$ cat config.mk
export PLATFORM = sky130hd
export DESIGN_NAME = multi_master_arbiter
export DESIGN_NICKNAME = d
export VERILOG_FILES = /design/src/rtl/bus_pkg.sv /design/src/rtl/arb_rr_pick.sv /design/src/rtl/multi_master_arbiter.sv
export SDC_FILE = /design/constraint.sdc
export NUM_CORES = 1
export LEC_CHECK = 0
export BUFFER_PORTS_ARGS = -buffer_cell sky130_fd_sc_hd__buf_4
export CAP_MARGIN = 10
export CORE_ASPECT_RATIO = 1.2
export CORE_UTILIZATION = 51
export CTS_CLUSTER_SIZE = 12
export DETAILED_ROUTE_END_ITERATION = 6
export MAX_ROUTING_LAYER = met4
export PLACE_DENSITY = 0.81
export SYNTH_ARGS = -nofsm -noshare
export SYNTH_HDL_FRONTEND = slang
export SYNTH_SLANG_ARGS = --single-unit
$ cat constraint.sdc
create_clock -name clk_i -period 4.62 [get_ports clk_i]
set_input_delay 0.924 -clock clk_i [delete_from_list [all_inputs] [get_ports clk_i]]
set_output_delay 0.924 -clock clk_i [all_outputs]
set_load 0.02 [all_outputs]
$ cat src/rtl/bus_pkg.sv
// ---------------------------------------------------------------------------
// bus_pkg: shared serial-bus definitions.
//   arb_state_e      - arbiter state encoding (idle / grant held / frame locked)
//   ARB_MODE_FIXED   - mode_rr_i value selecting fixed priority (index 0 highest)
//   ARB_MODE_RR      - mode_rr_i value selecting round-robin
//   ARB_MAX_MASTERS  - largest supported master count
// ---------------------------------------------------------------------------
package bus_pkg;

    localparam int unsigned ARB_MAX_MASTERS = 16;

    localparam logic ARB_MODE_FIXED = 1'b0;
    localparam logic ARB_MODE_RR    = 1'b1;

    typedef enum logic [1:0] {
        StIdle,
        StGrant,
        StFrame
    } arb_state_e;

endpackage

$ cat src/rtl/arb_rr_pick.sv
// ---------------------------------------------------------------------------
// arb_rr_pick: combinational priority picker with a rotating start index.
// Scans req_i starting at start_i, wrapping at NUM_MASTERS, and reports the
// first set bit.
//   req_i    in  NUM_MASTERS  candidate set
//   start_i  in  MW           index searched first
//   found_o  out 1            candidate set non-empty
//   idx_o    out MW           winning index (0 when nothing found)
// ---------------------------------------------------------------------------
module arb_rr_pick
    import bus_pkg::*;
#(
    parameter int unsigned NUM_MASTERS = 4,
    parameter int unsigned MW          = $clog2(NUM_MASTERS)
) (
    input  logic [NUM_MASTERS-1:0] req_i,
    input  logic [MW-1:0]          start_i,
    output logic                   found_o,
    output logic [MW-1:0]          idx_o
);

    always_comb begin
        int unsigned pos;
        logic [MW-1:0] pos_idx;
        found_o = 1'b0;
        idx_o   = '0;
        pos     = 0;
        pos_idx = '0;
        for (int unsigned k = 0; k < NUM_MASTERS; k++) begin
            pos     = (32'(start_i) + k) % NUM_MASTERS;
            pos_idx = MW'(pos);
            if (!found_o && req_i[pos_idx]) begin
                found_o = 1'b1;
                idx_o   = pos_idx;
            end
        end
    end

endmodule

$ cat src/rtl/multi_master_arbiter.sv
// ---------------------------------------------------------------------------
// multi_master_arbiter: N-master serial-bus arbiter with frame-atomic grants,
// fixed-priority or round-robin selection and non-blocking splits.
//   clk_i, rst_i            clock, asynchronous active-high reset
//   mode_rr_i               0 fixed priority, 1 round-robin
//   req_i                   per-master request level
//   frame_active_i          high while a frame is on the bus
//   split_start_i           owner's slave issued a split (pulse)
//   split_done_i/_id_i      split for master id completed (pulse)
//   gnt_o, msel_o           registered one-hot grant and its index
//   split_pending_o         masters parked awaiting split completion
//   resume_o                masters whose split completed, not yet re-granted
// ---------------------------------------------------------------------------
module multi_master_arbiter
    import bus_pkg::*;
#(
    parameter int unsigned NUM_MASTERS = 4,
    parameter int unsigned MW          = $clog2(NUM_MASTERS)
) (
    input  logic                   clk_i,
    input  logic                   rst_i,
    input  logic                   mode_rr_i,
    input  logic [NUM_MASTERS-1:0] req_i,
    input  logic                   frame_active_i,
    input  logic                   split_start_i,
    input  logic                   split_done_i,
    input  logic [MW-1:0]          split_done_id_i,
    output logic [NUM_MASTERS-1:0] gnt_o,
    output logic [MW-1:0]          msel_o,
    output logic [NUM_MASTERS-1:0] split_pending_o,
    output logic [NUM_MASTERS-1:0] resume_o
);

    arb_state_e             state_q, state_d;
    logic [NUM_MASTERS-1:0] gnt_q, gnt_d;
    logic [MW-1:0]          msel_q, msel_d;
    logic [MW-1:0]          last_q, last_d;
    logic [NUM_MASTERS-1:0] pend_q, pend_d;
    logic [NUM_MASTERS-1:0] res_q, res_d;

    logic [NUM_MASTERS-1:0] eligible;
    logic [NUM_MASTERS-1:0] cand;
    logic [NUM_MASTERS-1:0] done_mask;
    logic [NUM_MASTERS-1:0] win_onehot;
    logic [MW-1:0]          rr_start;
    logic [MW-1:0]          norm_start;
    logic                   res_found, norm_found, win_found;
    logic [MW-1:0]          res_idx, norm_idx, win_idx;

    assign eligible = req_i & ~pend_q;
    // On a frame-end handover the current owner must not win again.
    assign cand     = (state_q == StFrame) ? (eligible & ~gnt_q) : eligible;

    assign rr_start   = (last_q == MW'(NUM_MASTERS - 1)) ? '0 : last_q + MW'(1);
    assign norm_start = (mode_rr_i == ARB_MODE_RR) ? rr_start : '0;

    arb_rr_pick #(
        .NUM_MASTERS (NUM_MASTERS),
        .MW          (MW)
    ) u_pick_resume (
        .req_i   (cand & res_q),
        .start_i ('0),
        .found_o (res_found),
        .idx_o   (res_idx)
    );

    arb_rr_pick #(
        .NUM_MASTERS (NUM_MASTERS),
        .MW          (MW)
    ) u_pick_normal (
        .req_i   (cand),
        .start_i (norm_start),
        .found_o (norm_found),
        .idx_o   (norm_idx)
    );

    assign win_found = res_found | norm_found;
    assign win_idx   = res_found ? res_idx : norm_idx;

    // Decoded done id, qualified by the pending set; ids >= NUM_MASTERS never match.
    always_comb begin
        done_mask  = '0;
        win_onehot = '0;
        for (int unsigned i = 0; i < NUM_MASTERS; i++) begin
            done_mask[i]  = split_done_i && (split_done_id_i == MW'(i)) && pend_q[i];
            win_onehot[i] = (win_idx == MW'(i));
        end
    end

    always_comb begin
        logic do_grant;
        state_d  = state_q;
        gnt_d    = gnt_q;
        msel_d   = msel_q;
        last_d   = last_q;
        pend_d   = pend_q;
        res_d    = res_q;
        do_grant = 1'b0;

        if (split_start_i && (state_q != StIdle)) begin
            pend_d = pend_d | gnt_q;
        end
        pend_d = pend_d & ~done_mask;
        res_d  = res_d | done_mask;

        unique case (state_q)
            StIdle: begin
                if (win_found) begin
                    do_grant = 1'b1;
                end
            end
            StGrant: begin
                if (frame_active_i) begin
                    state_d = StFrame;
                end else if ((req_i & gnt_q) == '0) begin
                    state_d = StIdle;
                    gnt_d   = '0;
                    msel_d  = '0;
                end
            end
            StFrame: begin
                if (!frame_active_i) begin
                    // A split raised on the final frame cycle still parks the owner.
                    if ((gnt_q & (pend_q | {NUM_MASTERS{split_start_i}})) != '0) begin
                        state_d = StIdle;
                        gnt_d   = '0;
                        msel_d  = '0;
                    end else if ((mode_rr_i == ARB_MODE_RR) && win_found) begin
                        do_grant = 1'b1;
                    end else begin
                        state_d = StGrant;
                    end
                end
            end
            default: begin
                state_d = StIdle;
                gnt_d   = '0;
                msel_d  = '0;
            end
        endcase

        if (do_grant) begin
            state_d = StGrant;
            gnt_d   = win_onehot;
            msel_d  = win_idx;
            last_d  = win_idx;
            res_d   = res_d & ~win_onehot;
        end
    end

    always_ff @(posedge clk_i or posedge rst_i) begin
        if (rst_i) begin
            state_q <= StIdle;
            gnt_q   <= '0;
            msel_q  <= '0;
            last_q  <= MW'(NUM_MASTERS - 1);
            pend_q  <= '0;
            res_q   <= '0;
        end else begin
            state_q <= state_d;
            gnt_q   <= gnt_d;
            msel_q  <= msel_d;
            last_q  <= last_d;
            pend_q  <= pend_d;
            res_q   <= res_d;
        end
    end

    assign gnt_o           = gnt_q;
    assign msel_o          = msel_q;
    assign split_pending_o = pend_q;
    assign resume_o        = res_q;

endmodule

* Word-level counts from Yosys, hierarchy flattened
Index checks and enable logic that the tools add are counted.
** Word-level totals
- Register bits after elaboration :: 18
- Input port bits :: 12
- Output and inout port bits :: 14
- Word-level logic and storage cells :: 127
** Cells by class
- $add $sub $neg :: 4
- Magnitude comparators :: 4
- Equal/unequal tests :: 16
- Muxes and demuxes :: 52
- Bitwise gates (word level) :: 15
- Reductions and logical operators :: 30
** Operators with widths (count)
- $mux W2 :: 19
- $mux W4 :: 8
- $and A4 B4 Y4 :: 7
- $mux W1 :: 17
- $logic_and A1 B1 Y1 :: 16
- $not A4 Y4 :: 4
- $eq A2 B2 Y1 const B :: 6
- $lt A2 B3 Y1 const B :: 4
- $or A4 B4 Y4 :: 3
- $pmux W2 S3 :: 2
- $pmux W4 S3 :: 1
- $bmux W1 S2 :: 4
- $eq A2 B1 Y1 const B :: 3
- $logic_not A1 Y1 :: 6
- $logic_not A2 Y1 :: 3
- $ne A3 B3 Y1 const B :: 2
- $reduce_and A5 Y1 :: 1
- $add A2 B1 Y2 const B :: 2
- $add A2 B2 Y2 const B :: 2
- $logic_not A4 Y1 :: 1
- $ne A4 B3 Y1 const B :: 1
- $ne A4 B4 Y1 const B :: 1
- $reduce_and A4 Y1 :: 1
- $reduce_bool A4 Y1 :: 1
- other kinds (6) :: 6

* Longest topological paths before layout
Gate-level depths: netlist of run 1.
- Depth after elaboration :: 24
- Depth in mapped cells :: 10
- Depth with buffers taken out :: 9

* Modules after synthesis
From an unflattened synthesis of run 1, not the netlist that was laid out.
** Unflattened totals
- Cells, all modules :: 138
- Area total of the unflattened synthesis :: 1207.4 µm²
** Modules (own cells, without submodules)
- multi_master_arbiter :: instances 1, cells an instance 108, area each 1052.3 µm², seq. area each 452.9 µm²
- arb_rr_pick :: instances 2, cells an instance 15, area each 77.6 µm², seq. area each 0.0 µm²

* Worst setup path before layout of run 1
No wires, ideal clock.
- Path type :: in2reg
- From :: input req_i[2]
- To :: register msel_q[1] (netlist: msel_o[1])
- Setup time :: 0.121 ns
- Arrival time :: 2.350 ns
- Required time :: 4.499 ns
- Slack :: 2.149 ns
- Stages on the path :: 6
- Path buffers :: 0
- Path through :: nand3b_1 -> mux4_2 -> mux2_2 -> a21oi_1 -> o31ai_2 -> a22o_1
** Between the ends
- Longest elaborated chain between the ends :: 23
- Elaborated cells between the ends (all ways) :: 50
- Classes of those cells :: eq/ne (5); mux (28); bitwise (5); reduce/logical (12)
** RTL lines
- from (decl) :: RTL line multi_master_arbiter.sv:23 : input logic [NUM_MASTERS-1:0] req_i,
- $and A4 B4 Y4 :: RTL line multi_master_arbiter.sv:50 : assign eligible = req_i & ~pend_q;
- $and A4 B4 Y4 :: RTL line multi_master_arbiter.sv:52 : assign cand = (state_q == StFrame) ? (eligible & ~gnt_q) : eligible;
- $mux W4 :: RTL line multi_master_arbiter.sv:52
- $bmux W1 S2 :: RTL line arb_rr_pick.sv:32 : if (!found_o && req_i[pos_idx]) begin
- $mux W1 (not written as such) :: RTL line arb_rr_pick.sv:32
- $mux W1 :: RTL line arb_rr_pick.sv:32
- $logic_not A1 Y1 :: RTL line arb_rr_pick.sv:32
- $logic_and A1 B1 Y1 :: RTL line arb_rr_pick.sv:32
- (+7 left out)
- $or A1 B1 Y1 :: RTL line multi_master_arbiter.sv:77 : assign win_found = res_found | norm_found;
- $logic_and A1 B1 Y1 :: RTL line multi_master_arbiter.sv:128 : end else if ((mode_rr_i == ARB_MODE_RR) && win_found) begin
- $mux W1 :: RTL line multi_master_arbiter.sv:128
- $mux W1 :: RTL line multi_master_arbiter.sv:124 : if ((gnt_q & (pend_q | {NUM_MASTERS{split_start_i}})) != '0) begin
- $mux W1 :: RTL line multi_master_arbiter.sv:122 : if (!frame_active_i) begin
- $pmux W1 S2 :: RTL line multi_master_arbiter.sv:106 : unique case (state_q)
- $ne A3 B3 Y1 (no source line) (tied with other cells)
- $reduce_and A5 Y1 (no source line)
- to (signal assigned) :: RTL line multi_master_arbiter.sv:162 : msel_q <= msel_d;
- to (decl) :: RTL line multi_master_arbiter.sv:36 : logic [MW-1:0] msel_q, msel_d;
Several ways; a longest one is shown, not always the timed one. The select of a mux whose other input is x is not followed.
A chain may end at the register's enable or synchronous reset.

* Worst setup path after layout of run 1
- From :: register state_q[0]
- To :: register res_q[2] (netlist: resume_o[2])
** Between the ends
- Longest elaborated chain between the ends :: 21
- Elaborated cells between the ends (all ways) :: 51
- Classes of those cells :: eq/ne (2); mux (31); bitwise (4); reduce/logical (14)
** RTL lines
- from (decl) :: RTL line multi_master_arbiter.sv:34 : arb_state_e state_q, state_d;
- from (signal assigned) :: RTL line multi_master_arbiter.sv:153 : state_q <= StIdle;
- from (signal assigned) :: RTL line multi_master_arbiter.sv:160 : state_q <= state_d;
- $eq A2 B2 Y1 :: RTL line multi_master_arbiter.sv:52, multi_master_arbiter.sv:106
- $mux W4 :: RTL line multi_master_arbiter.sv:52
- $bmux W1 S2 :: RTL line arb_rr_pick.sv:32
- $mux W1 (not written as such) :: RTL line arb_rr_pick.sv:32
- $mux W1 :: RTL line arb_rr_pick.sv:32
- $logic_not A1 Y1 :: RTL line arb_rr_pick.sv:32
- $logic_and A1 B1 Y1 :: RTL line arb_rr_pick.sv:32
- $mux W1 :: RTL line arb_rr_pick.sv:32
- (+6 left out)
- $or A1 B1 Y1 :: RTL line multi_master_arbiter.sv:77
- $logic_and A1 B1 Y1 :: RTL line multi_master_arbiter.sv:128
- $mux W1 :: RTL line multi_master_arbiter.sv:128
- $mux W1 :: RTL line multi_master_arbiter.sv:124
- $mux W1 :: RTL line multi_master_arbiter.sv:122
- $pmux W1 S2 :: RTL line multi_master_arbiter.sv:106
- $mux W4 * :: RTL line multi_master_arbiter.sv:142 : if (do_grant) begin
- net res_d[2] :: RTL line multi_master_arbiter.sv:39 : logic [NUM_MASTERS-1:0] res_q, res_d;
- to (signal assigned) :: RTL line multi_master_arbiter.sv:165 : res_q <= res_d;
- to (decl) :: RTL line multi_master_arbiter.sv:39
Mark *: on every way through the listed nets, which the timed path passes. The rest lies on a longest branch. The select of a mux whose other input is x is not followed.

==> results.toml, run 1 <==
[clock_tree]
clkTransAtPathRegs_ns = 0.11
cts_buffers = 3
clock-sinks = 18
htreeDepth = 1
cts_setup_buffers = 0
clockBufferDepth = 2
cts.repair.resized = 0
hold_buffers = 0
cts_tree = "yes"
root_buffer = "clkbuf_4"
clk_latency_ns = 0.29

[critical_path]
crit_end = "resume_o[2]"
reg2reg_depth = 9
crit_type = "flip-flop to flip-flop"
cp-startpoint = "state_q[0]"
critPathCaptureType = "flip-flop"
cp_num_buf_inv = 1
cp_data_arrival_time_ns = 2.97
path_delay_family = "multiplexers"
critical_path_required_ns = 4.83
path_max_fanout = 7
reg2reg_to = "resume_o[2]"
setup.worst_path.start_class = "flip-flop"
crit_slowest_cell = "mux4_2"
reg2reg_from = "state_q[0]"
rrSetupSlack_ns = 1.87
worstPathCellList = "inv_1 > ha_1 > nand2_1 > nand3b_1 > mux4_2 > mux2_2 > a21oi_1 > o31a_1 > a2bb2oi_1"
worst-path-stages = 9
max_stage_delay_ns = 0.56

[final_layout]
antenna_cells = 0
area_growth_pct = 18.9
stdcell_count = 199
nets = 185
nFillCells = 195
layout-drive-gt1-share_pct = 24.4

[global_route]
busiest_layer = "met2"
grt_use_met1_pct = 38.4
antenna_found_initial = 0
use_met2_pct = 41.0
grtUsageMet3_pct = 2.85
grt_max_degree = 19
grt_util_all_layers_pct = 27.1
grt_pass1_wl_mm = 5.20
globalRouteOverflowTotal = 0
grt_pass1_vias = 1146

[sta]
drv_slew = 0
rsz0062_at_grt = "no"
maxSlewHeadroom_pct = 54.6
hold_viol = 0
finClkSkew_ns = 0.00566
finalSetupViolCount = 0
min_period_ns = 2.75
fmax_mhz = 363
final.period_utilization_pct = 59.6
fin_setup_tns_ns = 0
worst_pin_slew_ns = 0.681

[synthesis]
avgSynthCellArea_um2 = 9.26
synth.top_cell.area_share_pct = 30.7
ys_top_cells_by_count = "16 x dfrtp_1, 16 x o21ai_0, 15 x nand2_1"
synthFlopType = "dfrtp_1"
ys_seq_elements = 18
synth_top_cell_by_area = "dfrtp_1"
synth-async-reset-ratio_pct = 100
ys_types = 46
synthCells = 141
yosysWarnings = 0
synthesis.area_um2 = 1310
syn-num-nets = 157
ys_seq_area_share_pct = 34.7
ys_top_cells_by_area = "dfrtp_1 31%, o21ai_0 6.1%, nand2_1 4.3%"
synth_edf_count = 0

[power]
ir_drop_mv = 0.496
pwr-share-comb_pct = 61.7
powerDensity_nw_per_um2 = 675
cellLeakagePower_nw = 0.684
switching_share_pct = 47.4
pwr-share-seq_pct = 28.8
p_int_uw = 551
power_switching_uw = 497
power.clock.fraction_pct = 9.5

[floorplanning]
die_y_um = 57.4
io_pins = 26
rows = 19
dieArea_um2 = 2770
die_w_um = 48.2
core_area_um2 = 2350
initial_core_util_pct = 55.5

[drt]
totalWireLength_mm = 3.40
dr.pass1.iters = 4
vias = 1313
drt_iter0_drc = 66
wl_per_cell_um = 17.1
ant_nets = 0
drc = 0
avgViaCountPerCell = 6.60

[worst_hold_path]
hp-start = "msel_o[0]"
worstHoldPathCells = 1
hold_class = "flip-flop to flip-flop"

[run]
drv_cap = 0

[place]
dp.cells = 195
dp_hpwl_mm = 2.62
gp_congestion = 0.954
io_buffers = 25

[run_status]
outcome = "complete, no violations"
[per-stage QoR]
stage / setup WS (ns) / instance area [um^2] / hold slack, ns / total power [mW] / utilization, %
5_1_grt: 1.75 / 1550 / 0.516 / 1.11 / 66.0
4_1_cts: 1.92 / 1550 / 0.501 / 1.03 / 66.0
3_5_place_dp: 1.71 / 1520 / 0.473 / 0.935 / 64.4
3_3_place_gp: 1.77 / 1520 / 0.466 / 0.918 / 64.4
6_report: 1.87 / 1550 / 0.496 / 1.05 / 66.0
2_1_floorplan: 2.15 / 1310 / 0.531 / 0.747 / -
[flip-flops by register name, indices dropped and copies added, names as in the netlist]
signal	flops
gnt_o	4
resume_o	4
msel_o	2
state_q	2
last_q	2
split_pending_o	4
[layout make-up]
class	count	area [um^2]	area share (%)
clock buffers	4	36.3	2.34
inverters	9	33.8	2.18
multi-input cells	112	803	51.7
flip-flops and latches	18	453	29.2
well taps	31	38.8	2.50
repair buffers	25	188	12.1
[layout by cell type, fill, tap and decap left out, types with 4 or more instances in the layout]
| master | instances |
|---|---|
| a21oi_1 | 7 |
| nand2_1 | 15 |
| nor2b_1 | 4 |
| inv_1 | 9 |
| nand3b_1 | 4 |
| o21ai_0 | 16 |
| dfrtp_1 | 16 |
| ha_1 | 4 |
| buf_4 | 25 |
| a22o_1 | 6 |
| nor2_1 | 5 |
| a41oi_1 | 4 |
| nand2b_1 | 4 |
[power by group through the flow]
stage	sequential (mW)	clock [mW]	combinational, mW
after floorplan	0.333	0	0.414
after global placement	0.299	0	0.619
after detailed placement	0.302	0	0.634
after CTS	0.299	0.0967	0.638
after global routing	0.310	0.106	0.691
final	0.302	0.0993	0.646
[how the worst min path moves through the flow]
| stage | end |
|---|---|
| 6_report | msel_o[0] |
| 5_1_grt | msel_o[0] |
| 3_3_place_gp | msel_o[0] |
| 4_1_cts | msel_o[0] |
| 3_5_place_dp | msel_o[0] |
| 2_1_floorplan | last_q[0] |
[routing by layer]
metal,routed length [um],up-vias,share of wire [%]
li1,-,598,-
met1,1470,653,43
met2,1690,58,50
met3,218,4,6.4
met4,25,0,0.73
met5,0,-,0
[kinds of logic after synthesis]
kind of cell             after synthesis  synth area share, %
multiplexers                           7                 7.47
buffers and inverters                 11                 3.83
flip-flops                            18                 34.7
adder cells (fa/ha/maj)                4                 3.83
AND/OR/NAND/NOR                       46                 19.3
AO/OA/AOI/OAI                         55                 30.8
Power figures use the tool's default switching activity.
==> run 2: changes to the inputs <==
==> constraint.sdc (replaced) <==
create_clock -name clk_i -period 2.7 [get_ports clk_i]
set_input_delay 0.54 -clock clk_i [delete_from_list [all_inputs] [get_ports clk_i]]
set_output_delay 0.54 -clock clk_i [all_outputs]
set_load 0.02 [all_outputs]
==> run 2 against run 1 <==
  * Count of clock-buffer cells in the layout is the same
  * Clock power grew 63%
  * Total power grew 75%
  * Final area grew 3.5%
  * Register-to-register slack lost 1.6 ns
  * Highest routed layer unchanged
==> results.toml, run 2 (same netlist as run 1, synthesis figures left out) <==
[floorplanning]
rows = 19
die_y_um = 57.4
dieArea_um2 = 2770
io_pins = 26
initial_core_util_pct = 55.5
core_area_um2 = 2350
die_w_um = 48.2

[sta]
setup_slack_ns = 0.218
finalSetupViolCount = 0
fmax_mhz = 403
maxSlewHeadroom_pct = 54.8
final.period_utilization_pct = 91.9
finClkSkew_ns = 0.00622
hold_viol = 0
fin_setup_tns_ns = 0
rsz0062_at_grt = "no"
min_period_ns = 2.48
drv_slew = 0
worst_pin_slew_ns = 0.677

[critical_path]
cp_data_arrival_time_ns = 2.66
setup.worst_path.start_class = "flip-flop"
critPathCaptureType = "flip-flop"
rrSetupSlack_ns = 0.22
path_max_fanout = 7
crit_type = "flip-flop to flip-flop"
reg2reg_to = "resume_o[0]"
reg2reg_from = "state_q[0]"
critical_path_required_ns = 2.88
reg2reg_depth = 9

[clock_tree]
clockBufferDepth = 2
clkTransAtPathRegs_ns = 0.10
clk_latency_ns = 0.29
hold_buffers = 0
clock-sinks = 18
root_buffer = "clkbuf_4"
htreeDepth = 1
cts_buffers = 3
cts_tree = "yes"

[power]
cellLeakagePower_nw = 0.707
ir_drop_mv = 0.721
powerDensity_nw_per_um2 = 1140
power_mw = 1.84

[place]
place_ws_ns = 0.107
io_buffers = 25
dp_hpwl_mm = 2.57
gp_congestion = 0.972

[drt]
totalWireLength_mm = 3.36
ant_nets = 0
dr.pass1.iters = 4
drt_iter0_drc = 77
vias = 1289
drc = 0
avgViaCountPerCell = 6.35
wl_per_cell_um = 16.6

[global_route]
use_met2_pct = 44.4
grt_util_all_layers_pct = 28.0
antenna_found_initial = 0
grt_use_met1_pct = 35.9
grt_max_degree = 19
globalRouteOverflowTotal = 0
busiest_layer = "met2"
grt_pass1_wl_mm = 5.35
grtUsageMet3_pct = 3.16
grt_pass1_vias = 1145

[final_layout]
nets = 189
area_growth_pct = 23.1
layout_commonest_cell = "buf_4"
nFillCells = 161
final_cell_mix = "29 x buf_4, 16 x o21ai_0, 16 x dfrtp_1, 15 x nand2_1, 9 x inv_1"
utilization_pct = 68.3
layout-drive-gt1-share_pct = 28.5
antenna_cells = 0

[run]
drv_cap = 0

[run_status]
outcome = "complete, no violations"

[worst_hold_path]
hold_class = "input pin to asynchronous set/reset pin"
run 2: per-layer routing:
metal | vias to the layer above | part of all wire (%) | wire (um)
li1 | 604 | - | -
met1 | 615 | 42 | 1420
met2 | 62 | 51 | 1700
met3 | 8 | 5.7 | 190
met4 | 0 | 1.5 | 51
met5 | - | 0 | 0
run 2: per-stage QoR:
stage,cells,hold slack [ns],instance area [um^2]
2_1_floorplan,141,0.477,1310
5_1_grt,203,0.393,1610
3_5_place_dp,197,0.476,1530
4_1_cts,201,0.353,1570
3_3_place_gp,197,0.472,1530
6_report,203,0.340,1610
run 2: power by group:
group          switching, mW  internal [mW]  total (mW)
sequential             0.135          0.388       0.522
combinational          0.644          0.509        1.15
clock                 0.0797         0.0821       0.162
run 2: critical path: stages (launching register included):
cell	delay [ns]
dfrtp_1	0.41
inv_1	0.11
ha_2	0.24
nand2_1	0.10
and3_1	0.24
mux4_2	0.53
a21boi_1	0.14
nand3b_1	0.16
nand3_1	0.17
o22a_1	0.27
run 2: layout make-up:
cell class	instances	area (um^2)	share of cell area [%]
tap	31	38.8	2.41
sequential	18	453	28.2
inverter	9	33.8	2.10
clock buffer	4	36.3	2.26
multi-input combinational	112	828	51.5
timing repair buffer	29	218	13.5
run 2: timing repair:
| item | 4_1_cts | 5_1_grt |
|---|---|---|
| setup buffers | 0 | 2 |
| endpoints found under the hold margin | 0 | 0 |
| setup endpoints to repair | 0 | 11 |
| gates resized for setup | 0 | 5 |
run 2: how the worst max path moves through the flow:
| stage | start | to | slack [ns] |
|---|---|---|---|
| final | state_q[0] | resume_o[0] | 0.22 |
| after CTS | state_q[0] | msel_o[1] | 0.07 |
| after global routing | state_q[0] | resume_o[0] | 0.002 |
| after global placement | mode_rr_i | gnt_o[0] | 0.13 |
| after floorplan | state_q[0] | resume_o[0] | 0.37 |
| after detailed placement | state_q[0] | msel_o[1] | 0.11 |
